===== config.mk =====
export PLATFORM = sky130hd
export DESIGN_NAME = rx_qpsk_demapper
export DESIGN_NICKNAME = d
export VERILOG_FILES = /design/src/rtl/rx_pkg.sv /design/src/rtl/qpsk_slicer.sv /design/src/rtl/rx_qpsk_demapper.sv
export SDC_FILE = /design/constraint.sdc
export NUM_CORES = 1
export LEC_CHECK = 0
export CELL_PAD_IN_SITES_DETAIL_PLACEMENT = 0
export CELL_PAD_IN_SITES_GLOBAL_PLACEMENT = 1
export CORE_MARGIN = 2
export CORE_UTILIZATION = 36
export DETAILED_ROUTE_END_ITERATION = 8
export PLACE_DENSITY = 0.91
export SLEW_MARGIN = 20
export SYNTH_ARGS = -nofsm -noshare
export SYNTH_HDL_FRONTEND = slang
export SYNTH_SLANG_ARGS = --single-unit

===== constraint.sdc =====
create_clock -name clk -period 3.73 [get_ports clk]
set_clock_uncertainty 0.05 [all_clocks]
set_input_delay 0.746 -clock clk [delete_from_list [all_inputs] [get_ports clk]]
set_output_delay 0.746 -clock clk [all_outputs]
set_load 0.02 [all_outputs]

===== src/rtl/rx_pkg.sv =====
`default_nettype none
// ============================================================================
// Module      : rx_pkg
// Description : Shared QPSK constants and saturating magnitude helper.
// Revision    : 1.0
// ============================================================================
package rx_pkg;

    localparam int SAMPLE_W = 12;

    // Nominal +1.0 / -1.0 amplitudes used by the TX mapper
    localparam logic [SAMPLE_W-1:0] QPSK_POS = 12'h5A7;
    localparam logic [SAMPLE_W-1:0] QPSK_NEG = 12'hA59;

    // |x| with the most negative code clipped to the largest positive code
    function automatic logic [SAMPLE_W-1:0] sat_abs(input logic signed [SAMPLE_W-1:0] x);
        logic [SAMPLE_W-1:0] r;
        if (x == {1'b1, {(SAMPLE_W-1){1'b0}}}) begin
            r = {1'b0, {(SAMPLE_W-1){1'b1}}};
        end else if (x[SAMPLE_W-1]) begin
            r = ~x + 1'b1;
        end else begin
            r = x;
        end
        return r;
    endfunction

endpackage
`default_nettype wire


===== src/rtl/qpsk_slicer.sv =====
`default_nettype none
// ============================================================================
// Module      : qpsk_slicer
// Description : Hard sign decision on one {I, Q} sample plus weak-magnitude flag.
// Revision    : 1.0
// ============================================================================
module qpsk_slicer #(
    parameter int                  SAMPLE_W = 12,
    parameter logic [SAMPLE_W-1:0] WEAK_THR = 12'd724
) (
    input  logic [2*SAMPLE_W-1:0] iq_i,
    output logic                  bit_i_o,
    output logic                  bit_q_o,
    output logic                  weak_o
);
    import rx_pkg::*;

    logic signed [SAMPLE_W-1:0] w_i;
    logic signed [SAMPLE_W-1:0] w_q;

    assign w_i = iq_i[2*SAMPLE_W-1:SAMPLE_W];
    assign w_q = iq_i[SAMPLE_W-1:0];

    // Non-negative (including zero) decides 1
    assign bit_i_o = ~w_i[SAMPLE_W-1];
    assign bit_q_o = ~w_q[SAMPLE_W-1];
    assign weak_o  = (sat_abs(w_i) < WEAK_THR) | (sat_abs(w_q) < WEAK_THR);

endmodule
`default_nettype wire


===== src/rtl/rx_qpsk_demapper.sv =====
`default_nettype none
// ============================================================================
// Module      : rx_qpsk_demapper
// Description : Slices QPSK symbols, packs four per byte MSB-first, flags weak bytes.
// Revision    : 1.0
// ============================================================================
module rx_qpsk_demapper #(
    parameter int                  SAMPLE_W = 12,
    parameter logic [SAMPLE_W-1:0] WEAK_THR = 12'd724,
    parameter int                  CNT_W    = 16
) (
    input  logic                  clk,
    input  logic                  rst,
    input  logic                  in_valid,
    input  logic [2*SAMPLE_W-1:0] in_data,
    input  logic                  in_last,
    output logic                  in_ready,
    output logic                  out_valid,
    output logic [7:0]            out_data,
    output logic                  out_last,
    output logic                  out_weak,
    input  logic                  out_ready,
    output logic [CNT_W-1:0]      weak_cnt
);
    import rx_pkg::*;

    logic             w_bit_i;
    logic             w_bit_q;
    logic             w_weak;
    logic             w_accept;
    logic             w_close;
    logic [7:0]       w_byte;

    logic [1:0]       sym_cnt_q,   sym_cnt_d;
    logic [7:0]       sr_q,        sr_d;
    logic             weak_acc_q,  weak_acc_d;
    logic             out_valid_q, out_valid_d;
    logic [7:0]       out_data_q,  out_data_d;
    logic             out_last_q,  out_last_d;
    logic             out_weak_q,  out_weak_d;
    logic [CNT_W-1:0] weak_cnt_q,  weak_cnt_d;

    qpsk_slicer #(
        .SAMPLE_W (SAMPLE_W),
        .WEAK_THR (WEAK_THR)
    ) u_slicer (
        .iq_i    (in_data),
        .bit_i_o (w_bit_i),
        .bit_q_o (w_bit_q),
        .weak_o  (w_weak)
    );

    assign in_ready = ~out_valid_q | out_ready;
    assign w_accept = in_valid & in_ready;
    assign w_close  = (sym_cnt_q == 2'd3) | in_last;

    // Merge the current symbol into its slot; unfilled low slots stay zero
    always_comb begin
        w_byte = sr_q;
        case (sym_cnt_q)
            2'd0:    w_byte[7:6] = {w_bit_i, w_bit_q};
            2'd1:    w_byte[5:4] = {w_bit_i, w_bit_q};
            2'd2:    w_byte[3:2] = {w_bit_i, w_bit_q};
            default: w_byte[1:0] = {w_bit_i, w_bit_q};
        endcase
    end

    always_comb begin
        sym_cnt_d   = sym_cnt_q;
        sr_d        = sr_q;
        weak_acc_d  = weak_acc_q;
        out_valid_d = out_valid_q;
        out_data_d  = out_data_q;
        out_last_d  = out_last_q;
        out_weak_d  = out_weak_q;
        weak_cnt_d  = weak_cnt_q;

        if (out_valid_q && out_ready) begin
            out_valid_d = 1'b0;
        end

        // A load can only happen when the register is empty or draining
        if (w_accept) begin
            if (w_close) begin
                out_valid_d = 1'b1;
                out_data_d  = w_byte;
                out_last_d  = in_last;
                out_weak_d  = weak_acc_q | w_weak;
                sr_d        = 8'h00;
                sym_cnt_d   = 2'd0;
                weak_acc_d  = 1'b0;
            end else begin
                sr_d        = w_byte;
                sym_cnt_d   = sym_cnt_q + 2'd1;
                weak_acc_d  = weak_acc_q | w_weak;
            end
            if (w_weak && (weak_cnt_q != {CNT_W{1'b1}})) begin
                weak_cnt_d = weak_cnt_q + 1'b1;
            end
        end
    end

    always_ff @(posedge clk) begin
        if (rst) begin
            sym_cnt_q   <= 2'd0;
            sr_q        <= 8'h00;
            weak_acc_q  <= 1'b0;
            out_valid_q <= 1'b0;
            out_data_q  <= 8'h00;
            out_last_q  <= 1'b0;
            out_weak_q  <= 1'b0;
            weak_cnt_q  <= '0;
        end else begin
            sym_cnt_q   <= sym_cnt_d;
            sr_q        <= sr_d;
            weak_acc_q  <= weak_acc_d;
            out_valid_q <= out_valid_d;
            out_data_q  <= out_data_d;
            out_last_q  <= out_last_d;
            out_weak_q  <= out_weak_d;
            weak_cnt_q  <= weak_cnt_d;
        end
    end

    assign out_valid = out_valid_q;
    assign out_data  = out_data_q;
    assign out_last  = out_last_q;
    assign out_weak  = out_weak_q;
    assign weak_cnt  = weak_cnt_q;

endmodule
`default_nettype wire


==> impl_metrics.env <==
export IMPL_yosysTopAreaCellShare_pct=42.19
export IMPL_syn_num_nets=254
export IMPL_root_buffer="clkbuf_8"
export IMPL_clk_pin_slew_worst_paths_ns=0.08
export IMPL_synth_cell_types=38
export IMPL_clkPwrFrac_pct=39.2
export IMPL_layout_nets=309
export IMPL_start_util_pct=37.67
export IMPL_p_leak_nw=0.8429
export IMPL_grtUsageMet2_pct=27.04
export IMPL_r2r_start="weak_cnt[0]"
export IMPL_area_growth_synth_to_final_pct=40.32
export IMPL_yosys_area_top_type="dfxtp_1"
export IMPL_yosys_warnings=0
export IMPL_clock_sinks=38
export IMPL_post_route_period_util_pct=74.07
export IMPL_place_congestion=0.7788
export IMPL_dp_hpwl_mm=3.103
export IMPL_crit_type="in2out"
export IMPL_grt_use_met1_pct=22.26
export IMPL_holdWs_ns=0.4035
export IMPL_period_needed_ns=2.763
export IMPL_pin_count=57
export IMPL_regToRegSetupSlack_ns=1.58
export IMPL_firstDrtPassIters=4
export IMPL_drtAntennaViolNets=0
export IMPL_cts_hold_buffers=0
export IMPL_synth_area_leaders="dfxtp_1 (42%), a21oi_1 (7.5%), nand2_1 (5.6%)"
export IMPL_core_area_um2=4786
export IMPL_relSlewSlack_pct=67.15
export IMPL_hold_violations=0
export IMPL_slew_violations=0
export IMPL_fin_tns_setup_ns=0
export IMPL_die_y_um=74.77
export IMPL_rsz0062_at_grt="no"
export IMPL_worstPathArrival_ns=1.97
export IMPL_antenna_found_initial=0
export IMPL_r2r_end="weak_cnt[5]"
export IMPL_status="complete, no violations"
export IMPL_design_die_area_um2=5591
export IMPL_synth_avg_cell_area_um2=8.195
export IMPL_clk_latency_ns=0.29
export IMPL_grt_pass1_vias=1695
export IMPL_intPower_uw=669.0
export IMPL_vias_per_cell=5.280
export IMPL_worst_slew_pin_transition_ns=0.4928
export IMPL_p_per_area_nw_per_um2=350.4
export IMPL_fmax_mhz=362.0
export IMPL_end_kind="primary output"
export IMPL_gr_max_usage_layer="met2"
export IMPL_r2r_cells=7
export IMPL_synth_seq_cells=38
export IMPL_hp_start="out_data[7]"
export IMPL_syn_cell_area_um2=1803
export IMPL_cts_max_level=2
export IMPL_cp_start_kind="input pin"
export IMPL_seq_power_share_pct=47.6
export IMPL_syn_inst=220
export IMPL_maxCapViolCount=0
export IMPL_hold_path_endpoint="out_data[7]"
export IMPL_grt_max_degree=39
export IMPL_wl_per_cell_um=12.86
export IMPL_num_rows=25
export IMPL_die_x_um=74.77
export IMPL_clockBufferDepth=2
export IMPL_cts_tree="built"
export IMPL_switching_power_uw=217.4
export IMPL_final_setup_viol_count=0
export IMPL_grt_overflow=0
export IMPL_ys_seq_area_share_pct=42.19
export IMPL_holdCritPathClass="reg2reg"
export IMPL_drt_wl_total_mm=4.411
export IMPL_dr_total_vias=1811
export IMPL_path_max_fanout=4
export IMPL_drive_above_1_share_pct=5.435
export IMPL_worstHoldPathCells=2
export IMPL_cts_resized=0
export IMPL_grt_util_met3_pct=4.819
export IMPL_port_buffers=56
export IMPL_drt_first_iter_violations=104
export IMPL_postCtsSetupBuffers=0
export IMPL_combPwrFrac_pct=13.3
export IMPL_drc=0
export IMPL_switching_share_pct=24.53
export IMPL_track_usage_pct=17.11
export IMPL_grt_pass1_wl_mm=7.452
export IMPL_ir_drop_uv=261.5
export IMPL_crit_required_ns=2.93
export IMPL_numCtsBuffers=5
export IMPL_insertedDiodeCount=0
-- synthesized netlist by cell type (all sizes together) --
cell and instances:
dfxtp 38, a21oi 27, nand2 27, nor2 20, o21ai 12, o211ai 10, a22oi 7, clkbuf 7
inv 7, nand3 7, o31ai 7, or3 7, or4 7, ha 5, buf 3, nand4 3
a21o 2, and4 2, nor3 2, nor3b 2, o21a 2, or2 2, a211o 1, a211oi 1
a21bo 1, a31oi 1, a32oi 1, and2 1, and4b 1, mux2i 1, nand2b 1, nor4bb 1
o2111ai 1, o211a 1, o311ai 1, xor2 1
-- kinds of logic after synthesis --
logic type / share of synthesized area, %
simple gates: 23.25
compound gates: 26.30
xor+xnor: 0.4859
flops: 42.19
fa+ha+maj: 3.470
buf+inv: 3.747
mux: 0.5552
-- power groups by stage --
| stage | Sequential (mW) | Combinational, mW | Clock, mW |
|---|---|---|---|
| floorplan | 0.437 | 0.0523 | 0 |
| global placement | 0.431 | 0.117 | 0 |
| detailed placement | 0.431 | 0.118 | 0 |
| CTS | 0.422 | 0.119 | 0.353 |
| global route | 0.423 | 0.130 | 0.371 |
| finish | 0.422 | 0.118 | 0.347 |
-- routing by layer --
| metal | share of wire, % | vias up |
|---|---|---|
| li1 | - | 922 |
| met1 | 48 | 829 |
| met2 | 43 | 53 |
| met3 | 7.0 | 7 |
| met4 | 1.6 | 0 |
| met5 | 0 | - |
-- metrics by stage --
step                power [mW]  utilization [%]  worst slack, ns  std cells  area [µm²]
floorplan               0.4897                -            1.440        220        1803
global placement        0.5472            50.59           0.8279        335        2421
detailed placement      0.5486            50.59           0.7212        335        2421
CTS                     0.8937            52.86           0.9586        343        2530
global route            0.9240            52.86           0.8608        343        2530
finish                  0.8864            52.86           0.9672        343        2530
-- placed cells by master, fill, tap and decap left out, drive strengths merged, types with 2 or more instances in the layout --
master / count
inv: 7
ha: 5
nor3b: 2
clkbuf: 5
or3: 7
nand3: 7
or2: 2
a21o: 2
nand2: 27
a22oi: 7
and4: 2
clkdlybuf4s50: 56
nand4: 3
dfxtp: 38
o21ai: 12
a21oi: 27
clkinv: 2
o211ai: 10
o31ai: 7
nor3: 2
buf: 2
or4: 7
nor2: 20
o21a: 2
-- worst max-delay path: stages --
cell and delay (ns):
clkdlybuf4s50_1 0.45, nand2b_1 0.15, clkdlybuf4s50_1 0.62
-- how the worst max path moves through the flow --
| stage | from | end | slack, ns | depth (start not counted) |
|---|---|---|---|---|
| after global placement | in_data[11] | weak_cnt[1] | 0.83 | 7 |
| after detailed placement | in_data[11] | weak_cnt[1] | 0.72 | 7 |
| final | out_ready | in_ready | 0.97 | 3 |
| after global routing | in_data[11] | weak_cnt[1] | 0.86 | 7 |
| after floorplan | in_data[11] | weak_cnt[1] | 1.44 | 9 |
| after CTS | out_ready | in_ready | 0.96 | 3 |
-- layout make-up --
type	count	area, µm²
Fill cell	456	2256
Multi-Input combinational cell	165	974.7
Sequential cell	38	760.7
Timing Repair Buffer	58	575.6
Tap cell	67	83.83
Clock buffer	5	68.82
Clock inverter	3	40.04
Inverter	7	26.28
-- sequential cells by signal, summed over array words and instances (netlist names) --
name and flops:
out_weak 1, weak_cnt 16, sym_cnt_q 2, sr_q 8, out_valid 1, out_last 1, weak_acc_q 1, out_data 8
No activity file was read; power rests on OpenSTA's default activity.
